===== src/rtl/s4_bridge_buffer.sv =====
// s4_bridge_buffer: channel-major staging buffer between the serialized
// layer-2 engine and the C5 fully-connected stage. Each layer-2 channel pass
// is captured at address ch*PIX_PER_CH + p. Once every channel is marked,
// the whole map is streamed to C5 one word per cycle with no gaps.
// Optional build macro: S4_BRIDGE_ERRCHK_EN enables the sticky err[1:0] checks.
module s4_bridge_buffer #(
  parameter int CHANNELS   = 16,
  parameter int PIX_PER_CH = 25,
  parameter int DATA_W     = 8
) (
  input  logic                clk,
  input  logic                rst,
  input  logic                ch_start,
  input  logic [3:0]          ch_id,
  input  logic                in_valid,
  input  logic [DATA_W-1:0]   in_pixel,
  input  logic                ch_done,
  output logic                out_valid,
  output logic [DATA_W-1:0]   out_pixel,
  output logic                out_last,
  output logic                send_done,
  output logic                busy,
  output logic [CHANNELS-1:0] ch_captured,
  output logic [1:0]          err
);

  localparam int TOTAL  = CHANNELS * PIX_PER_CH;
  localparam int ADDR_W = $clog2(TOTAL);
  localparam int CNT_W  = $clog2(PIX_PER_CH + 1);

  localparam logic [ADDR_W-1:0] LAST_ADDR = ADDR_W'(TOTAL - 1);
  localparam logic [CNT_W-1:0]  CNT_FULL  = CNT_W'(PIX_PER_CH);
  localparam logic [4:0]        CH_LIM    = 5'(CHANNELS);

  typedef enum logic [1:0] {
    ST_IDLE,
    ST_CAPTURE,
    ST_SEND,
    ST_FINISH
  } state_t;

  state_t              r_state;
  logic [DATA_W-1:0]   r_mem [0:TOTAL-1];
  logic [3:0]          r_cur_ch;
  logic [ADDR_W-1:0]   r_wr_base;
  logic [CNT_W-1:0]    r_wr_cnt;
  logic [ADDR_W-1:0]   r_rd_ptr;
  logic                r_out_valid;
  logic [DATA_W-1:0]   r_out_pixel;
  logic                r_out_last;
  logic                r_send_done;
  logic                r_busy;
  logic [CHANNELS-1:0] r_ch_captured;

  logic                w_id_ok;
  logic                w_in_cap;
  logic                w_restart;
  logic                w_wr_en;
  logic                w_done;
  logic [ADDR_W-1:0]   w_wr_addr;
  logic [ADDR_W-1:0]   w_new_base;
  logic [CHANNELS-1:0] w_mask_next;

  // Out-of-range channel ids never start a capture.
  assign w_id_ok    = ({1'b0, ch_id} < CH_LIM);
  assign w_in_cap   = (r_state == ST_CAPTURE);
  // A valid ch_start (re)starts capture from IDLE or CAPTURE; it takes
  // priority over any pixel or ch_done in the same cycle.
  assign w_restart  = ch_start && w_id_ok &&
                      ((r_state == ST_IDLE) || (r_state == ST_CAPTURE));
  assign w_wr_en    = w_in_cap && !w_restart && in_valid && (r_wr_cnt != CNT_FULL);
  assign w_done     = w_in_cap && !w_restart && ch_done;
  assign w_wr_addr  = r_wr_base + ADDR_W'(r_wr_cnt);
  assign w_new_base = ADDR_W'(ch_id) * ADDR_W'(PIX_PER_CH);
  assign w_mask_next = r_ch_captured | (CHANNELS'(1) << r_cur_ch);

  // Pixel storage; contents are deliberately left untouched by rst.
  always_ff @(posedge clk) begin
    if (w_wr_en) begin
      r_mem[w_wr_addr] <= in_pixel;
    end
  end

  // Control FSM with registered stream outputs.
  always_ff @(posedge clk) begin
    if (rst) begin
      r_state       <= ST_IDLE;
      r_cur_ch      <= '0;
      r_wr_base     <= '0;
      r_wr_cnt      <= '0;
      r_rd_ptr      <= '0;
      r_out_valid   <= 1'b0;
      r_out_pixel   <= '0;
      r_out_last    <= 1'b0;
      r_send_done   <= 1'b0;
      r_busy        <= 1'b0;
      r_ch_captured <= '0;
    end else begin
      r_send_done <= 1'b0;
      case (r_state)
        ST_IDLE: begin
          if (w_restart) begin
            r_cur_ch  <= ch_id;
            r_wr_base <= w_new_base;
            r_wr_cnt  <= '0;
            r_busy    <= 1'b1;
            r_state   <= ST_CAPTURE;
          end
        end
        ST_CAPTURE: begin
          if (w_restart) begin
            r_cur_ch  <= ch_id;
            r_wr_base <= w_new_base;
            r_wr_cnt  <= '0;
          end else begin
            if (w_wr_en) begin
              r_wr_cnt <= r_wr_cnt + 1'b1;
            end
            if (w_done) begin
              r_ch_captured <= w_mask_next;
              if (&w_mask_next) begin
                r_rd_ptr <= '0;
                r_state  <= ST_SEND;
              end else begin
                r_busy  <= 1'b0;
                r_state <= ST_IDLE;
              end
            end
          end
        end
        ST_SEND: begin
          r_out_valid <= 1'b1;
          r_out_pixel <= r_mem[r_rd_ptr];
          r_out_last  <= (r_rd_ptr == LAST_ADDR);
          if (r_rd_ptr == LAST_ADDR) begin
            r_state <= ST_FINISH;
          end else begin
            r_rd_ptr <= r_rd_ptr + 1'b1;
          end
        end
        ST_FINISH: begin
          r_out_valid   <= 1'b0;
          r_out_last    <= 1'b0;
          r_send_done   <= 1'b1;
          r_ch_captured <= '0;
          r_busy        <= 1'b0;
          r_state       <= ST_IDLE;
        end
        default: begin
          r_busy  <= 1'b0;
          r_state <= ST_IDLE;
        end
      endcase
    end
  end

  assign out_valid   = r_out_valid;
  assign out_pixel   = r_out_pixel;
  assign out_last    = r_out_last;
  assign send_done   = r_send_done;
  assign busy        = r_busy;
  assign ch_captured = r_ch_captured;

`ifdef S4_BRIDGE_ERRCHK_EN
  logic [1:0]       r_err;
  logic [CNT_W-1:0] w_cnt_eff;
  logic             w_drop;
  logic             w_short;
  logic             w_proto;

  // The count check sees the pixel written in the same cycle as ch_done.
  assign w_cnt_eff = r_wr_cnt + CNT_W'(w_wr_en);
  assign w_drop    = w_in_cap && !w_restart && in_valid && (r_wr_cnt == CNT_FULL);
  assign w_short   = w_done && (w_cnt_eff != CNT_FULL);
  assign w_proto   = ch_start &&
                     (!w_id_ok || (r_state == ST_CAPTURE) || (r_state == ST_SEND));

  // Sticky error flags, cleared only by rst.
  always_ff @(posedge clk) begin
    if (rst) begin
      r_err <= '0;
    end else begin
      if (w_short || w_drop) begin
        r_err[0] <= 1'b1;
      end
      if (w_proto) begin
        r_err[1] <= 1'b1;
      end
    end
  end

  assign err = r_err;
`else
  assign err = 2'b00;
`endif

endmodule


===== config.mk =====
export PLATFORM = sky130hd
export DESIGN_NAME = s4_bridge_buffer
export DESIGN_NICKNAME = d
export VERILOG_FILES = /design/src/rtl/s4_bridge_buffer.sv
export SDC_FILE = /design/constraint.sdc
export NUM_CORES = 2
export LEC_CHECK = 0
export CAP_MARGIN = 30
export CORE_UTILIZATION = 45
export DETAILED_ROUTE_END_ITERATION = 10
export GPL_TIMING_DRIVEN = 0
export PLACE_DENSITY = 0.57
export SLEW_MARGIN = 30
export SYNTH_ARGS = -nofsm -noshare
export SYNTH_HDL_FRONTEND = slang
export SYNTH_SLANG_ARGS = --single-unit

===== constraint.sdc =====
create_clock -name clk -period 11.6 [get_ports clk]
set_input_delay 1.16 -clock clk [delete_from_list [all_inputs] [get_ports clk]]
set_output_delay 1.16 -clock clk [all_outputs]
set_load 0.02 [all_outputs]

==> metrics.txt <==
# TYPE chip_impl_metric gauge
chip_impl_metric{name="worst_setup_hold_path_clk_slew",unit="ns"} 0.06
chip_impl_metric{name="dpl_cell_area",unit="mm²"} 0.141
chip_impl_metric{name="finalClockSkew",unit="ns"} 0.0507
chip_impl_metric{name="num_io_pins",unit=""} 47
chip_impl_metric{name="asyncSetResetFlopFracSynth",unit="%"} 0
chip_impl_info{name="worstSetupPathType",value="reg -> reg"} 1
chip_impl_metric{name="yosys_warnings",unit=""} 0
chip_impl_metric{name="setup_viol_count_final",unit=""} 0
chip_impl_metric{name="synth_simple_gate_area_share",unit="%"} 2.91
chip_impl_metric{name="yosysUniqueCellTypes",unit=""} 78
chip_impl_metric{name="totalWireLength",unit="µm"} 603000
chip_impl_metric{name="netlist_instances",unit=""} 5951
chip_impl_info{name="rsz0062_at_grt",value="false"} 1
chip_impl_metric{name="dp_hpwl",unit="µm"} 413000
chip_impl_metric{name="start_util",unit="%"} 45.3
chip_impl_info{name="crit_path_end_kind",value="flop"} 1
chip_impl_metric{name="post_synth_adder_cell_area",unit="%"} 0.198
chip_impl_metric{name="floorplan.rows",unit=""} 195
chip_impl_metric{name="cts_made_buffers",unit=""} 346
chip_impl_metric{name="cap_viol_max_count",unit=""} 0
chip_impl_metric{name="globalRouteOverflowTotal",unit=""} 0
chip_impl_metric{name="power.share.switching",unit="%"} 21.9
chip_impl_metric{name="worst_ep_arrival_time",unit="ns"} 7.90
chip_impl_info{name="status",value="completed"} 1
chip_impl_metric{name="ctsHtreeMaxLevel",unit=""} 5
chip_impl_metric{name="net_switching_power_figure",unit="W"} 0.00536
chip_impl_metric{name="grt_pass1_vias",unit=""} 71500
chip_impl_metric{name="internal_power",unit="W"} 0.0191
chip_impl_info{name="synth_top_family_by_area",value="multiplexers"} 1
chip_impl_metric{name="place.gp.congestion",unit=""} 1.04
chip_impl_metric{name="finish.net_count",unit=""} 6831
chip_impl_metric{name="avgRoutedWirePerCell",unit="µm"} 55.4
chip_impl_metric{name="final_min_period_over_clock_period",unit="%"} 60.4
chip_impl_metric{name="whs",unit="ns"} 0.399
chip_impl_metric{name="post_synth_mux_area_share",unit="%"} 16.5
chip_impl_metric{name="drt_pass1_iterations",unit=""} 6
chip_impl_metric{name="tightest_slew",unit="ns"} 1.27
chip_impl_metric{name="totalNegativeSetupSlack",unit="ns"} 0
chip_impl_info{name="root_buffer",value="sky130_fd_sc_hd__clkbuf_16"} 1
chip_impl_metric{name="fmax",unit="MHz"} 143
chip_impl_metric{name="fp.dieArea",unit="mm²"} 0.286
chip_impl_metric{name="grt_antenna_before_repair",unit=""} 89
chip_impl_metric{name="grt_max_degree",unit=""} 121
chip_impl_metric{name="via_count",unit=""} 79600
chip_impl_metric{name="fillCellCount",unit=""} 21600
chip_impl_metric{name="number_of_i_o_port_buffers",unit=""} 44
chip_impl_metric{name="largest_vdd_supply_drop",unit="mV"} 0.115
chip_impl_metric{name="ys_seq_elements",unit=""} 3254
chip_impl_metric{name="number_of_enable_type_register_cells_in_the_synthesized_netlist",unit=""} 3200
chip_impl_metric{name="post_cts_resize_count",unit=""} 0
chip_impl_metric{name="synth_compound_gate_area_share",unit="%"} 2.30
chip_impl_metric{name="synthesized_area_per_cell",unit="µm²"} 21.5
chip_impl_metric{name="synth-seq-area-share",unit="%"} 76.0
chip_impl_metric{name="power.leakage",unit="nW"} 46.6
chip_impl_metric{name="ctsLongestPathBuffers",unit=""} 4
chip_impl_metric{name="first_pass_grt_wire_length",unit="µm"} 757000
chip_impl_metric{name="hold_violations",unit=""} 0
chip_impl_metric{name="area.growth.synth_to_final",unit="%"} 18.8
chip_impl_metric{name="critical_path_required",unit="ns"} 12.50
chip_impl_metric{name="clock_latency",unit="ns"} 1.00
chip_impl_metric{name="yosys.area_share.xor_xnor",unit="%"} 0.123
chip_impl_metric{name="post_route_cells_drive_above_1_share",unit="%"} 36.6
chip_impl_metric{name="stdcell_count",unit=""} 10900
chip_impl_metric{name="netlist_area",unit="mm²"} 0.128
chip_impl_metric{name="cts_hold_bufs",unit=""} 0
chip_impl_info{name="dominantRegCellSynth",value="sky130_fd_sc_hd__edfxtp_1"} 1
chip_impl_metric{name="power_frac_seq",unit="%"} 52.8
chip_impl_metric{name="initialDrtViolationCount",unit=""} 17200
chip_impl_metric{name="maxSlewViolCount",unit=""} 0
chip_impl_metric{name="timing.critical_path.fanout_max",unit=""} 10
chip_impl_metric{name="floorplan.die.height",unit="µm"} 535
chip_impl_metric{name="clock_sink_count",unit=""} 3254
chip_impl_metric{name="post-cts-setup-buffers",unit=""} 0
chip_impl_metric{name="placeableCoreArea",unit="mm²"} 0.282
chip_impl_metric{name="final_design_area_no_fill",unit="mm²"} 0.152
chip_impl_metric{name="dp.cells",unit=""} 10200
chip_impl_info{name="hold_path.class",value="in -> reg"} 1
chip_impl_metric{name="finalCriticalPeriod",unit="ns"} 7.00
chip_impl_metric{name="detailedPlace.worstSlack",unit="ns"} 5.09
chip_impl_metric{name="clock_power_share",unit="%"} 45.1
chip_impl_info{name="worstSetupStartpointType",value="flop"} 1
chip_impl_metric{name="die_x",unit="µm"} 535
chip_impl_metric{name="drt_drc_violations_left",unit=""} 0
chip_impl_metric{name="slew_headroom",unit="%"} 15.1
chip_impl_metric{name="vias_per_cell",unit=""} 7.31
chip_impl_metric{name="cellPowerDensity",unit="mW/mm²"} 161
chip_impl_metric{name="grt_util_all_layers",unit="%"} 42.0
chip_impl_metric{name="final.setup.worst_slack",unit="ns"} 4.60
chip_impl_metric{name="power.combinational.fraction",unit="%"} 2.1
chip_impl_info{name="cts_tree",value="built"} 1
chip_impl_metric{name="final_antenna_net_count",unit=""} 0
==> path summary, 6_finish.rpt <==
| kind | depth (start not counted) | to | from | slack [ns] |
|---|---|---|---|---|
| setup / recovery | 12 | out_pixel[3] | r_rd_ptr[1] | 4.60 |
| hold / removal | 1 | r_mem[395][0] | in_pixel[0] | 0.40 |
| setup reg to reg | 12 | out_pixel[3] | r_rd_ptr[1] | 4.60 |
| hold reg to reg | 2 | out_valid | out_valid | 0.47 |
==> routing by layer <==
metal / wire (µm) / global-route usage, % / up-vias
met5: 667 / 0.217 / -
met4: 52000 / 30.2 / 62
met3: 99500 / 20.4 / 1959
met2: 247000 / 56.9 / 8219
met1: 204000 / 52.4 / 42200
li1: - / - / 27100
==> worst max-delay path, stage by stage (launching register included) <==
cell and delay, ns:
sky130_fd_sc_hd__dfxtp_1 0.34, sky130_fd_sc_hd__buf_4 0.34, sky130_fd_sc_hd__buf_4 0.27, sky130_fd_sc_hd__buf_2 0.63, sky130_fd_sc_hd__buf_2 0.94, sky130_fd_sc_hd__buf_2 0.92, sky130_fd_sc_hd__mux2i_1 0.32, sky130_fd_sc_hd__o221ai_1 0.14
sky130_fd_sc_hd__o31ai_1 1.02, sky130_fd_sc_hd__a21oi_1 0.30, sky130_fd_sc_hd__a311oi_2 0.79, sky130_fd_sc_hd__o211ai_1 0.46, sky130_fd_sc_hd__a32o_1 0.38
==> cell usage in the layout (no fill, tap or decap), drive strengths merged, types with 25 or more instances in the layout <==
master         netlist  final
nor2                89     89
a21oi              106    106
nor3               357    357
dfxtp               54     54
mux4               844    844
o21ai               58     58
bufinv               0     25
buf                218    677
a22oi               39     39
o22ai               33     33
clkdlybuf4s50        0     36
mux2i              187    187
nand2              125    125
a221oi              27     27
clkinv               2    170
diode                0     62
nor4                69     69
o221ai              30     30
edfxtp            3200   3200
clkbuf             204    618
==> flip-flops by register name (all words and copies together) (netlist names), named ones only <==
register / count
busy: 1
ch_captured: 16
out_last: 1
out_pixel: 8
out_valid: 1
r_cur_ch: 4
r_mem: 3200
r_rd_ptr: 9
r_state: 1
r_wr_base: 6
r_wr_cnt: 5
send_done: 1
==> stage by stage <==
stage	util [%]	total power, W
after CTS	53.7	0.0244
final	53.8	0.0245
after floorplan	-	0.0133
after global placement	47.1	0.0138
after global routing	53.7	0.0248
after detailed placement	49.8	0.0137
==> synthesized netlist by cell type (5+ instances only) <==
library cell	number	area, µm²
sky130_fd_sc_hd__a2111oi_0	9	78.8
sky130_fd_sc_hd__a211oi_1	23	173
sky130_fd_sc_hd__a21oi_1	106	531
sky130_fd_sc_hd__a221oi_1	25	219
sky130_fd_sc_hd__a22o_1	7	61.3
sky130_fd_sc_hd__a22oi_1	39	293
sky130_fd_sc_hd__a311oi_1	16	140
sky130_fd_sc_hd__a31oi_1	14	87.6
sky130_fd_sc_hd__a32oi_1	7	61.3
sky130_fd_sc_hd__and2_1	12	75.1
sky130_fd_sc_hd__and3_1	5	31.3
sky130_fd_sc_hd__buf_1	31	116
sky130_fd_sc_hd__buf_12	11	220
sky130_fd_sc_hd__buf_2	83	415
sky130_fd_sc_hd__buf_4	48	360
sky130_fd_sc_hd__buf_6	36	405
sky130_fd_sc_hd__buf_8	9	135
sky130_fd_sc_hd__clkbuf_1	204	766
sky130_fd_sc_hd__dfxtp_1	54	1080
sky130_fd_sc_hd__edfxtp_1	3200	96100
sky130_fd_sc_hd__ha_1	17	213
sky130_fd_sc_hd__inv_1	13	48.8
sky130_fd_sc_hd__mux2_2	16	180
sky130_fd_sc_hd__mux2i_1	187	1870
sky130_fd_sc_hd__mux4_2	843	19000
sky130_fd_sc_hd__nand2_1	125	469
sky130_fd_sc_hd__nand2b_1	11	68.8
sky130_fd_sc_hd__nand3_1	20	100
sky130_fd_sc_hd__nand4_1	5	31.3
sky130_fd_sc_hd__nor2_1	87	327
sky130_fd_sc_hd__nor2b_1	19	119
sky130_fd_sc_hd__nor3_1	357	1790
sky130_fd_sc_hd__nor4_1	68	425
sky130_fd_sc_hd__o211ai_1	18	135
sky130_fd_sc_hd__o21ai_0	45	225
sky130_fd_sc_hd__o21ai_1	13	65.1
sky130_fd_sc_hd__o221ai_1	30	263
sky130_fd_sc_hd__o22ai_1	33	206
sky130_fd_sc_hd__o311ai_0	5	43.8
sky130_fd_sc_hd__o31ai_1	7	52.6
sky130_fd_sc_hd__or3_1	7	43.8
sky130_fd_sc_hd__xnor2_1	12	105
sky130_fd_sc_hd__xor2_1	6	52.6
==> power by group through the flow <==
stage	registers (W)	logic [W]	clock network [W]
after detailed placement	0.0132	0.000494	0
after floorplan	0.0132	0.000102	0
final	0.0129	0.000522	0.0110
after global placement	0.0134	0.000383	0
after CTS	0.0129	0.000493	0.0110
after global routing	0.0129	0.000519	0.0114
==> cell type report <==
cell class / count / area (µm²) / share of cell area, %
Sequential cell: 3254 / 97200 / 64.0
Multi-Input combinational cell: 2259 / 30400 / 20.0
Clock buffer: 414 / 9000 / 5.93
Timing Repair Buffer: 495 / 5560 / 3.66
Tap cell: 3743 / 4680 / 3.09
Buffer: 422 / 2760 / 1.82
Clock inverter: 219 / 2020 / 1.33
Antenna cell: 62 / 155 / 0.102
Inverter: 17 / 65.1 / 0.0429
==> logic make-up (layout without fill, tap and decap cells) <==
kind of cell,Yosys count,count (layout)
xor gates and xnor gates,18,18
buffers and inverters,439,1567
AOI/OAI and AO/OA,430,430
muxes,1047,1047
and+or+nand+nor,743,743
DFF,3254,3254
adders and majority gates,19,19
other,1,64
Note: power is estimated with default switching activity, not from simulation.
